<file path="src/rtl/gcd_lcm_pkg.sv">
// Shared types and opcode constants for the GCD/LCM coprocessor and the main decoder.
package gcd_lcm_pkg;

  typedef enum logic [2:0] {IDLE, GCD, DIV, MUL, DONE} state_t;
  typedef enum logic {OP_GCD = 1'b0, OP_LCM = 1'b1} op_t;

  localparam logic [6:0] FUNCT7_GCD = 7'b0000000;
  localparam logic [6:0] FUNCT7_LCM = 7'b0000001;

  function automatic op_t decode_op(input logic is_lcm);
    return is_lcm ? OP_LCM : OP_GCD;
  endfunction

endpackage

</file>
<file path="src/rtl/gcd_lcm_if.sv">
// Core <-> GCD/LCM unit handshake. Optional ovf flag when GCD_LCM_OVF_EN is defined.
interface gcd_lcm_if #(
  parameter int WIDTH = 32
);
  logic             start;
  logic             is_lcm;
  logic [WIDTH-1:0] a;
  logic [WIDTH-1:0] b;
  logic             stall;
  logic             done;
  logic [WIDTH-1:0] result;
`ifdef GCD_LCM_OVF_EN
  logic             ovf;

  modport master (output start, is_lcm, a, b, input stall, done, result, ovf);
  modport slave  (input start, is_lcm, a, b, output stall, done, result, ovf);
`else
  modport master (output start, is_lcm, a, b, input stall, done, result);
  modport slave  (input start, is_lcm, a, b, output stall, done, result);
`endif
endinterface

</file>
<file path="src/rtl/gcd_lcm_seq_divider.sv">
// Restoring divider: one quotient bit per cycle, exactly WIDTH busy cycles after start.
module seq_divider #(
  parameter int WIDTH = 32
) (
  input  logic             clk,
  input  logic             reset_n,
  input  logic             start,
  input  logic [WIDTH-1:0] dividend,
  input  logic [WIDTH-1:0] divisor,
  output logic             busy,
  output logic             done,
  output logic [WIDTH-1:0] quotient,
  output logic [WIDTH-1:0] remainder
);
  localparam int CW = $clog2(WIDTH + 1);
  localparam logic [CW-1:0] STEPS = CW'(WIDTH);

  logic [WIDTH-1:0] quo, rem, dsr;
  logic [CW-1:0]    cnt;
  logic [WIDTH:0]   trial;
  logic [WIDTH-1:0] diff;
  logic             fits;

  assign trial = {rem, quo[WIDTH-1]};
  assign fits  = trial >= {1'b0, dsr};
  // when fits, trial - dsr < dsr, so the low WIDTH bits are exact
  assign diff  = trial[WIDTH-1:0] - dsr;

  always_ff @(posedge clk) begin
    if (!reset_n) begin
      quo  <= '0;
      rem  <= '0;
      dsr  <= '0;
      cnt  <= '0;
      busy <= 1'b0;
    end else if (start) begin
      quo  <= dividend;
      rem  <= '0;
      dsr  <= divisor;
      cnt  <= STEPS;
      busy <= 1'b1;
    end else if (busy) begin
      rem <= fits ? diff : trial[WIDTH-1:0];
      quo <= {quo[WIDTH-2:0], fits};
      cnt <= cnt - 1'b1;
      if (cnt == 1) busy <= 1'b0;
    end
  end

  // done marks the final step; quotient/remainder are valid from the next cycle
  assign done      = busy && (cnt == 1);
  assign quotient  = quo;
  assign remainder = rem;

endmodule

</file>
<file path="src/rtl/gcd_lcm_unit.sv">
// Multi-cycle GCD (subtractive Euclid) / LCM ((a/g)*b) coprocessor that stalls the core.
// GCD_LCM_OVF_EN adds an ovf flag reporting lcm truncation on the done cycle.
module gcd_lcm_unit
  import gcd_lcm_pkg::*;
#(
  parameter int WIDTH = 32
) (
  input logic       clk,
  input logic       reset_n,
  gcd_lcm_if.slave  bus
);
  state_t           state, state_n;
  op_t              op_r;
  logic [WIDTH-1:0] a_r, b_r, x, y, result_r;
  logic             gcd_hit, zero_op, div_start, div_done;
  logic [WIDTH-1:0] g, div_quo, div_rem_unused;
  logic             div_busy_unused;

  assign gcd_hit = (x == y) || (x == '0) || (y == '0);
  assign g       = x | y;
  assign zero_op = (a_r == '0) || (b_r == '0);

  seq_divider #(.WIDTH(WIDTH)) u_div (
    .clk       (clk),
    .reset_n   (reset_n),
    .start     (div_start),
    .dividend  (a_r),
    .divisor   (g),
    .busy      (div_busy_unused),
    .done      (div_done),
    .quotient  (div_quo),
    .remainder (div_rem_unused)
  );

`ifdef GCD_LCM_OVF_EN
  logic [2*WIDTH-1:0] prod;
  logic               ovf_r;
  assign prod    = (2*WIDTH)'(div_quo) * (2*WIDTH)'(b_r);
  assign bus.ovf = (state == DONE) && ovf_r;
`else
  logic [WIDTH-1:0] prod;
  assign prod = div_quo * b_r;
`endif

  always_ff @(posedge clk) begin
    if (!reset_n) state <= IDLE;
    else          state <= state_n;
  end

  always_comb begin
    state_n   = state;
    div_start = 1'b0;
    case (state)
      IDLE: if (bus.start) state_n = GCD;
      GCD: begin
        if (gcd_hit) begin
          if (op_r == OP_GCD || zero_op) begin
            state_n = DONE;
          end else begin
            state_n   = DIV;
            div_start = 1'b1;
          end
        end
      end
      DIV:     if (div_done) state_n = MUL;
      MUL:     state_n = DONE;
      DONE:    state_n = IDLE;
      default: state_n = IDLE;
    endcase
  end

  always_ff @(posedge clk) begin
    if (!reset_n) begin
      op_r     <= OP_GCD;
      a_r      <= '0;
      b_r      <= '0;
      x        <= '0;
      y        <= '0;
      result_r <= '0;
`ifdef GCD_LCM_OVF_EN
      ovf_r    <= 1'b0;
`endif
    end else begin
      case (state)
        IDLE: begin
          if (bus.start) begin
            op_r  <= decode_op(bus.is_lcm);
            a_r   <= bus.a;
            b_r   <= bus.b;
            x     <= bus.a;
            y     <= bus.b;
`ifdef GCD_LCM_OVF_EN
            ovf_r <= 1'b0;
`endif
          end
        end
        GCD: begin
          if (gcd_hit) begin
            if (op_r == OP_GCD) result_r <= g;
            else if (zero_op)   result_r <= '0;
          end else if (x > y) begin
            x <= x - y;
          end else begin
            y <= y - x;
          end
        end
        MUL: begin
          result_r <= prod[WIDTH-1:0];
`ifdef GCD_LCM_OVF_EN
          ovf_r    <= |prod[2*WIDTH-1:WIDTH];
`endif
        end
        default: ;
      endcase
    end
  end

  assign bus.done   = (state == DONE);
  assign bus.stall  = bus.start && !bus.done;
  assign bus.result = result_r;

endmodule

</file>
<file path="src/flat_wrapper.sv">
// flat-port wrapper written by rule: the top's interface ports become plain ports
module gcd_lcm_unit_flat import gcd_lcm_pkg::*;
#(
  parameter int WIDTH = 32
)
  (clk, reset_n, bus_start, bus_is_lcm, bus_a, bus_b, bus_stall, bus_done, bus_result);
  gcd_lcm_if #(.WIDTH(WIDTH)) bus_i ();
  input logic clk;
  input logic reset_n;
  input wire logic [$bits(bus_i.start)-1:0] bus_start;
  input wire logic [$bits(bus_i.is_lcm)-1:0] bus_is_lcm;
  input wire logic [$bits(bus_i.a)-1:0] bus_a;
  input wire logic [$bits(bus_i.b)-1:0] bus_b;
  output wire logic [$bits(bus_i.stall)-1:0] bus_stall;
  output wire logic [$bits(bus_i.done)-1:0] bus_done;
  output wire logic [$bits(bus_i.result)-1:0] bus_result;
  assign bus_i.start = bus_start;
  assign bus_i.is_lcm = bus_is_lcm;
  assign bus_i.a = bus_a;
  assign bus_i.b = bus_b;
  assign bus_stall = bus_i.stall;
  assign bus_done = bus_i.done;
  assign bus_result = bus_i.result;
  gcd_lcm_unit #(.WIDTH(WIDTH)) u_core (.clk(clk), .reset_n(reset_n), .bus(bus_i));
endmodule
</file>
<file path="config.mk">
export PLATFORM = sky130hd
export DESIGN_NAME = gcd_lcm_unit_flat
export DESIGN_NICKNAME = d
export VERILOG_FILES = /design/src/rtl/gcd_lcm_pkg.sv /design/src/rtl/gcd_lcm_if.sv /design/src/rtl/gcd_lcm_seq_divider.sv /design/src/rtl/gcd_lcm_unit.sv /design/src/flat_wrapper.sv
export SDC_FILE = /design/constraint.sdc
export NUM_CORES = 2
export LEC_CHECK = 0
export CORE_UTILIZATION = 65
export CTS_CLUSTER_DIAMETER = 60
export CTS_CLUSTER_SIZE = 24
export DETAILED_ROUTE_END_ITERATION = 10
export PLACE_DENSITY = 0.92
export SYNTH_ARGS = -nofsm -noshare
export SYNTH_HDL_FRONTEND = slang
export SYNTH_SLANG_ARGS = --single-unit
</file>
<file path="constraint.sdc">
create_clock -name clk -period 7.6 [get_ports clk]
set_clock_uncertainty 0.15 [all_clocks]
set_input_delay 1.14 -clock clk [delete_from_list [all_inputs] [get_ports clk]]
set_output_delay 1.14 -clock clk [all_outputs]
set_load 0.005 [all_outputs]
</file>
# Yosys cells after proc, flatten, opt, wreduce, memory -nomap -nowiden
# Index checks and enable logic that the tools add are counted.
[totals] ff_bits=267 latch_bits=0 ram_bits=0 rom_bits=0 input_bits=68 output_inout_bits=34 wordCells=86 memories=0
[classes] n_addsub=4 n_mul=1 div_mod_pow=0 n_lt_le_gt_ge=2 n_eq_ne=13 shifts=0 muxes=29 bitwise=3 reduce_logical=21
[ops] cell="$mux 32" count=12
[ops] cell="$pmux 32 s2" count=3
[ops] cell="$logic_not 32->1" count=4
[ops] cell="$sub 32x32->32" count=3
[ops] cell="$ge 33x32->1" count=1
[ops] cell="$eq 32x32->1" count=1
[ops] cell="$gt 32x32->1" count=1
[ops] cell="$mul 32x32->32" count=1
[ops] cell="$or 32x32->32" count=1
[ops] cell="$mux 3" count=4
[ops] cell="$mux 6" count=2
[ops] cell="$pmux 3 s4" count=1
[ops] cell="$reduce_and 4->1" count=2
[ops] cell="$mux 1" count=7
[ops] cell="$eq 3x2->1 const B" count=2
[ops] cell="$eq 6x1->1 const B" count=1
[ops] cell="$ne 2x1->1 const B" count=3
[ops] cell="$ne 2x2->1 const B" count=3
[ops] cell="$reduce_and 3->1" count=2
[ops] cell="$reduce_bool 2->1" count=3
[ops] cell="$sub 6x1->6 const B" count=1
[ops] cell="$logic_or 1x1->1" count=4
[ops] cell="$eq 3x1->1 const B" count=1
[ops] cell="$eq 3x3->1 const B" count=1
[ops] cell="7 further kinds" count=9

# Longest topological paths before layout
[depth] word_depth=7 ltp_mapped=27 depth_no_buf=25

# Cells and area by module
# A second synthesis with hierarchy kept.
[hier_totals] cells_unflattened=4000 area_unflattened_um2=33244.4
[modules_own_cells] mod="gcd_lcm_unit" instances=1 cells_each=3229 area_per_inst_um2=26810.7 seq_area_each_um2=3283.1
[modules_own_cells] mod="seq_divider" instances=1 cells_each=771 area_per_inst_um2=6433.7 seq_area_each_um2=2062.0

# Least setup slack after synthesis
# OpenSTA, ideal clock, no wires.
[synth_timing] kind="register -> register" startpoint="register u_core.b_r[6]" endpoint="register u_core.result_r[29] (netlist: u_core.bus.result[29])" t_arrival_ps=6690 path_slack_ps=641 path_stages_with_launch=25 n_path_buf=2 synth_period_minus_slack_ps=6959 cell_sequence="dfxtp_1 -> clkbuf_1 -> clkbuf_1 -> and2_1 -> fa_1 -> fa_1 -> fa_1 -> inv_1 -> fa_1 -> inv_1 -> fa_1 -> inv_1 -> fa_1 -> inv_1 -> fa_1 -> fa_1 -> ha_1 -> a21o_1 -> a21o_1 -> a21o_1 -> a21oi_1 -> nand2b_1 -> o41ai_1 -> mux2i_1 -> o221a_2"
[synth_via] elab_chain_len=4 word_cells_on_any_way=6 classes_between="1 x mul; 1 x eq/ne; 1 x mux; 3 x reduce/logical"
[synth_rtl] item="from (decl)" line_no="gcd_lcm_unit.sv:14" source="logic [WIDTH-1:0] a_r, b_r, x, y, result_r;"
[synth_rtl] item="from (signal assigned)" line_no="gcd_lcm_unit.sv:89" source="b_r <= bus.b;"
[synth_rtl] item="branches (longest 4 deep; another with $mul 32x32->32)"
[synth_rtl] item="to (signal assigned)" line_no="gcd_lcm_unit.sv:99" source="if (op_r == OP_GCD) result_r <= g;"
[synth_rtl] item="to (signal assigned)" line_no="gcd_lcm_unit.sv:108" source="result_r <= prod[WIDTH-1:0];"
[synth_rtl] item="to (decl)" line_no="gcd_lcm_unit.sv:14"
# Parallel ways; which one is timed is not known.
# A chain may end at the register's enable or synchronous reset.

# Worst setup path after layout
[layout_timing] startpoint="register u_core.u_div.quo[2] (netlist: u_core.u_div.quotient[2])" endpoint="register u_core.result_r[20] (netlist: u_core.bus.result[20])"
[layout_via] elab_chain_len=2
[layout_rtl] item="from (decl)" line_no="gcd_lcm_seq_divider.sv:18" source="logic [WIDTH-1:0] quo, rem, dsr;"
[layout_rtl] item="from (signal assigned)" line_no="gcd_lcm_seq_divider.sv:37" source="quo <= dividend;"
[layout_rtl] item="from (signal assigned)" line_no="gcd_lcm_seq_divider.sv:44" source="quo <= {quo[WIDTH-2:0], fits};"
[layout_rtl] item="$mul 32x32->32" line_no="gcd_lcm_unit.sv:42" source="assign prod = div_quo * b_r;"
[layout_rtl] item="$pmux 32 s2" line_no="gcd_lcm_unit.sv:84" source="case (state)"
# Every way passes these cells.

==> results.ini <==
[cells_and_area]
finish.utilization_pct = 70.7
mostFrequentLayoutCell = inv_1
layout-area-overhead-vs-synth_pct = 7.67
fraction_of_final_layout_cells_sized_beyond_drive_strength_1_pct = 4.67
final_cell_count_no_fill = 4611
most_frequent_cells_in_the_layout = 521 x inv_1, 470 x nand2_1, 411 x fa_1, 315 x and2_1, 260 x dfxtp_1
finish.instance_area_um2 = 35400
num_antenna_cells = 0
final_nets = 4650

[route]
routedWlPerCell_um = 23.1
final_antenna_net_count = 0
detail_route.vias_per_cell = 6.37
routed-via-count = 29383
drt_iter0_markers = 3536
drt_pre_antenna_iters = 7
residual_drc_count = 0
totalWireLength_um = 106000

[synthesis]
ys_dominant_reg_cell = dfxtp_1
async_flop_share_pct = 0
synth.yosys.warnings = 0
avgSynthCellArea_um2 = 8.33
synth_enable_flop_cells = 0
mapped_nets = 4677
synth_cell_type_count = 93
postSynthRegisterBits = 267
postSynthCellCount = 3946
yosysSeqAreaShare_pct = 16.3
mappedNetlistArea_um2 = 32900

[power]
vdd_ir_drop_max_uv = 278
powerDensity_nw_per_um2 = 221
finalPower_mw = 7.83
leakagePower_nw = 15.7

[worst_setup_path]
slowest_delay_ns = 0.88
critPathMostFrequentCell = fa_1
critical_setup_path_kind = reg2reg
rr_startpoint = u_core.u_div.quotient[2]$_SDFFE_PN0P_
worst-endpoint-required_ns = 7.91
worst_setup_path_start_kind = flop
endpoint_kind = flop
timing.critical_path.from = u_core.u_div.quotient[2]$_SDFFE_PN0P_
critical-path-slowest-cell = dfxtp_1
cp_data_arrival_time_ns = 7.61
timing.critical_path.max_delay_family = adder cells
critical_path_buf_inv_count = 3
crit_path_cell_trace = buf_4 -> and2_1 -> fa_1 -> fa_1 -> fa_1 -> inv_1 -> fa_1 -> inv_1 -> fa_1 -> ha_1 -> fa_1 -> fa_1 -> ha_1 -> a21oi_1 -> o21bai_1 -> a31oi_1 -> o21bai_1 -> xnor2_1 -> o221ai_1 -> o21ai_1 -> nor2_1
cp_max_fo = 17

[global_route]
top_usage_layer = met2
grt_pass1_wl_um = 165000
grt.met1_usage_pct = 55.8
globalRouteOverflowTotal = 0
grt_use_met3_pct = 9.34
routing_usage_on_met2_pct = 64.6
grt_pass1_vias = 29430
grt_start_max_net_pins = 99
grt_antenna_before_repair = 2
globalRouteTotalUtil_pct = 42.3

[clocking]
max-clock-path-buffers = 3
cts_tree = yes
cts.reportedPaths.clkPinSlew_ns = 0.09
post_cts_buffers = 0
clkLatencyLatePin_ns = 0.62
numCtsBuffers = 26
clk_root_buffer_cell = clkbuf_16
clock_sink_count = 267
cts.htree.levels = 1

[floorplanning]
initial_core_util_pct = 65.6
floorplan.io_pins = 102
die_w_um = 227
die_area_um2 = 51500
rows = 82
core_um2 = 50100
die_height_um = 227

[timing]
finalHoldViolCount = 0
timing_worst_slew_pin_value_ns = 1.18
maxSlewViolCount = 0
minimum_clock_period_after_layout_ns = 7.30
layout_worst_path_cycle_share_pct = 96.1
slew-limit-headroom_pct = 21.0
fmaxAchievable_mhz = 137
finalSetupViolCount = 0
rsz0062_at_grt = no
setup_total_negative_slack_ns = 0

[placement]
dpl-instance-area_um2 = 34400
io_buffer_count = 101
dp_hpwl_um = 83900
gp_routability_congestion = 0.986
placedCellCount = 4563

[worst_hold_path]
hp-start = u_core.a_r[19]$_SDFFE_PN0P_
holdCritPathClass = reg2reg

[flow_run]
drv.max_cap_violation_count = 0

[run_status]
run_status = complete, no violations

Yosys cell counts (103+ instances only):
cell type	n	share of area [%]
inv_1	522	6.0
nand2_1	471	5.4
fa_1	411	25
and2_1	315	6.0
dfxtp_1	267	16
ha_1	252	9.6
a21oi_1	248	3.8
nor2_1	238	2.7
clkbuf_1	178	2.0
xnor2_1	119	3.2
o21ai_0	111	1.7
a211oi_1	103	2.4
per-layer routing:
layer | up-vias | wire length, um
met2 | 2026 | 46300
met1 | 14151 | 39800
met3 | 440 | 13200
met5 | - | 0
met4 | 0 | 6970
li1 | 12766 | -
path summary, 6_finish.rpt:
kind / cells after the start / endpoint / slack, ns
setup / recovery: 21 / u_core.bus.result[20]$_SDFFE_PN0P_ / 0.30
hold / removal: 2 / u_core.a_r[19]$_SDFFE_PN0P_ / 0.33
setup reg to reg: 21 / u_core.bus.result[20]$_SDFFE_PN0P_ / 0.30
hold reg to reg: 2 / u_core.a_r[19]$_SDFFE_PN0P_ / 0.33
logic make-up (layout without fill, tap and decap cells):
group                    after synthesis  after routing  synth area share [%]
AO/OA/AOI/OAI                        724            724                  14.4
XOR/XNOR                             155            155                  4.17
adder cells (fa/ha/maj)              663            663                  34.6
buffers and inverters                767            760                  9.13
flip-flops                           267            267                  16.3
multiplexers                          64             64                  1.96
AND/OR/NAND/NOR                     1306           1306                  19.4
metrics by stage:
step	worst slack, ns	hold slack, ns
after floorplan	0.641	0.299
after global placement	0.491	0.309
after detailed placement	0.303	0.312
after CTS	0.267	0.325
after global routing	0.0507	0.346
final	0.300	0.328
worst register-to-register path: stages, from the launching register on:
cell and delay (ns):
dfxtp_1 0.88, buf_4 0.33, and2_1 0.16, fa_1 0.44
fa_1 0.40, fa_1 0.50, inv_1 0.07, fa_1 0.47
inv_1 0.06, fa_1 0.48, ha_1 0.31, fa_1 0.50
fa_1 0.44, ha_1 0.41, a21oi_1 0.17, o21bai_1 0.12
a31oi_1 0.33, o21bai_1 0.14, xnor2_1 0.41, o221ai_1 0.19
o21ai_1 0.13, nor2_1 0.06
power breakdown:
part	switching, mW	internal, mW
logic	2.91	1.59
clock network	0.786	0.752
registers	0.234	1.56
layout make-up:
class	count	area, um2
clock buffers	28	658
clock inverters	20	363
fillers	3776	14700
inverters	530	1990
multi-input cells	2912	24600
flip-flops and latches	267	5360
well taps	672	841
repair buffers	182	1620
state kept, by name, indices dropped and copies added (netlist names), 3 cells and up:
register,cells
u_core.a_r,32
u_core.b_r,32
u_core.bus.result,32
u_core.u_div.dsr,32
u_core.u_div.quotient,32
u_core.u_div.remainder,32
u_core.x,32
u_core.y,32
u_core.u_div.cnt,6
u_core.state,3
repair_timing:
| action | CTS | global route |
|---|---|---|
| endpoints found under the setup margin | 0 | 5 |
| gates resized for setup | 0 | 7 |
| hold buffers | 0 | 0 |
Power figures use the tool's default switching activity.
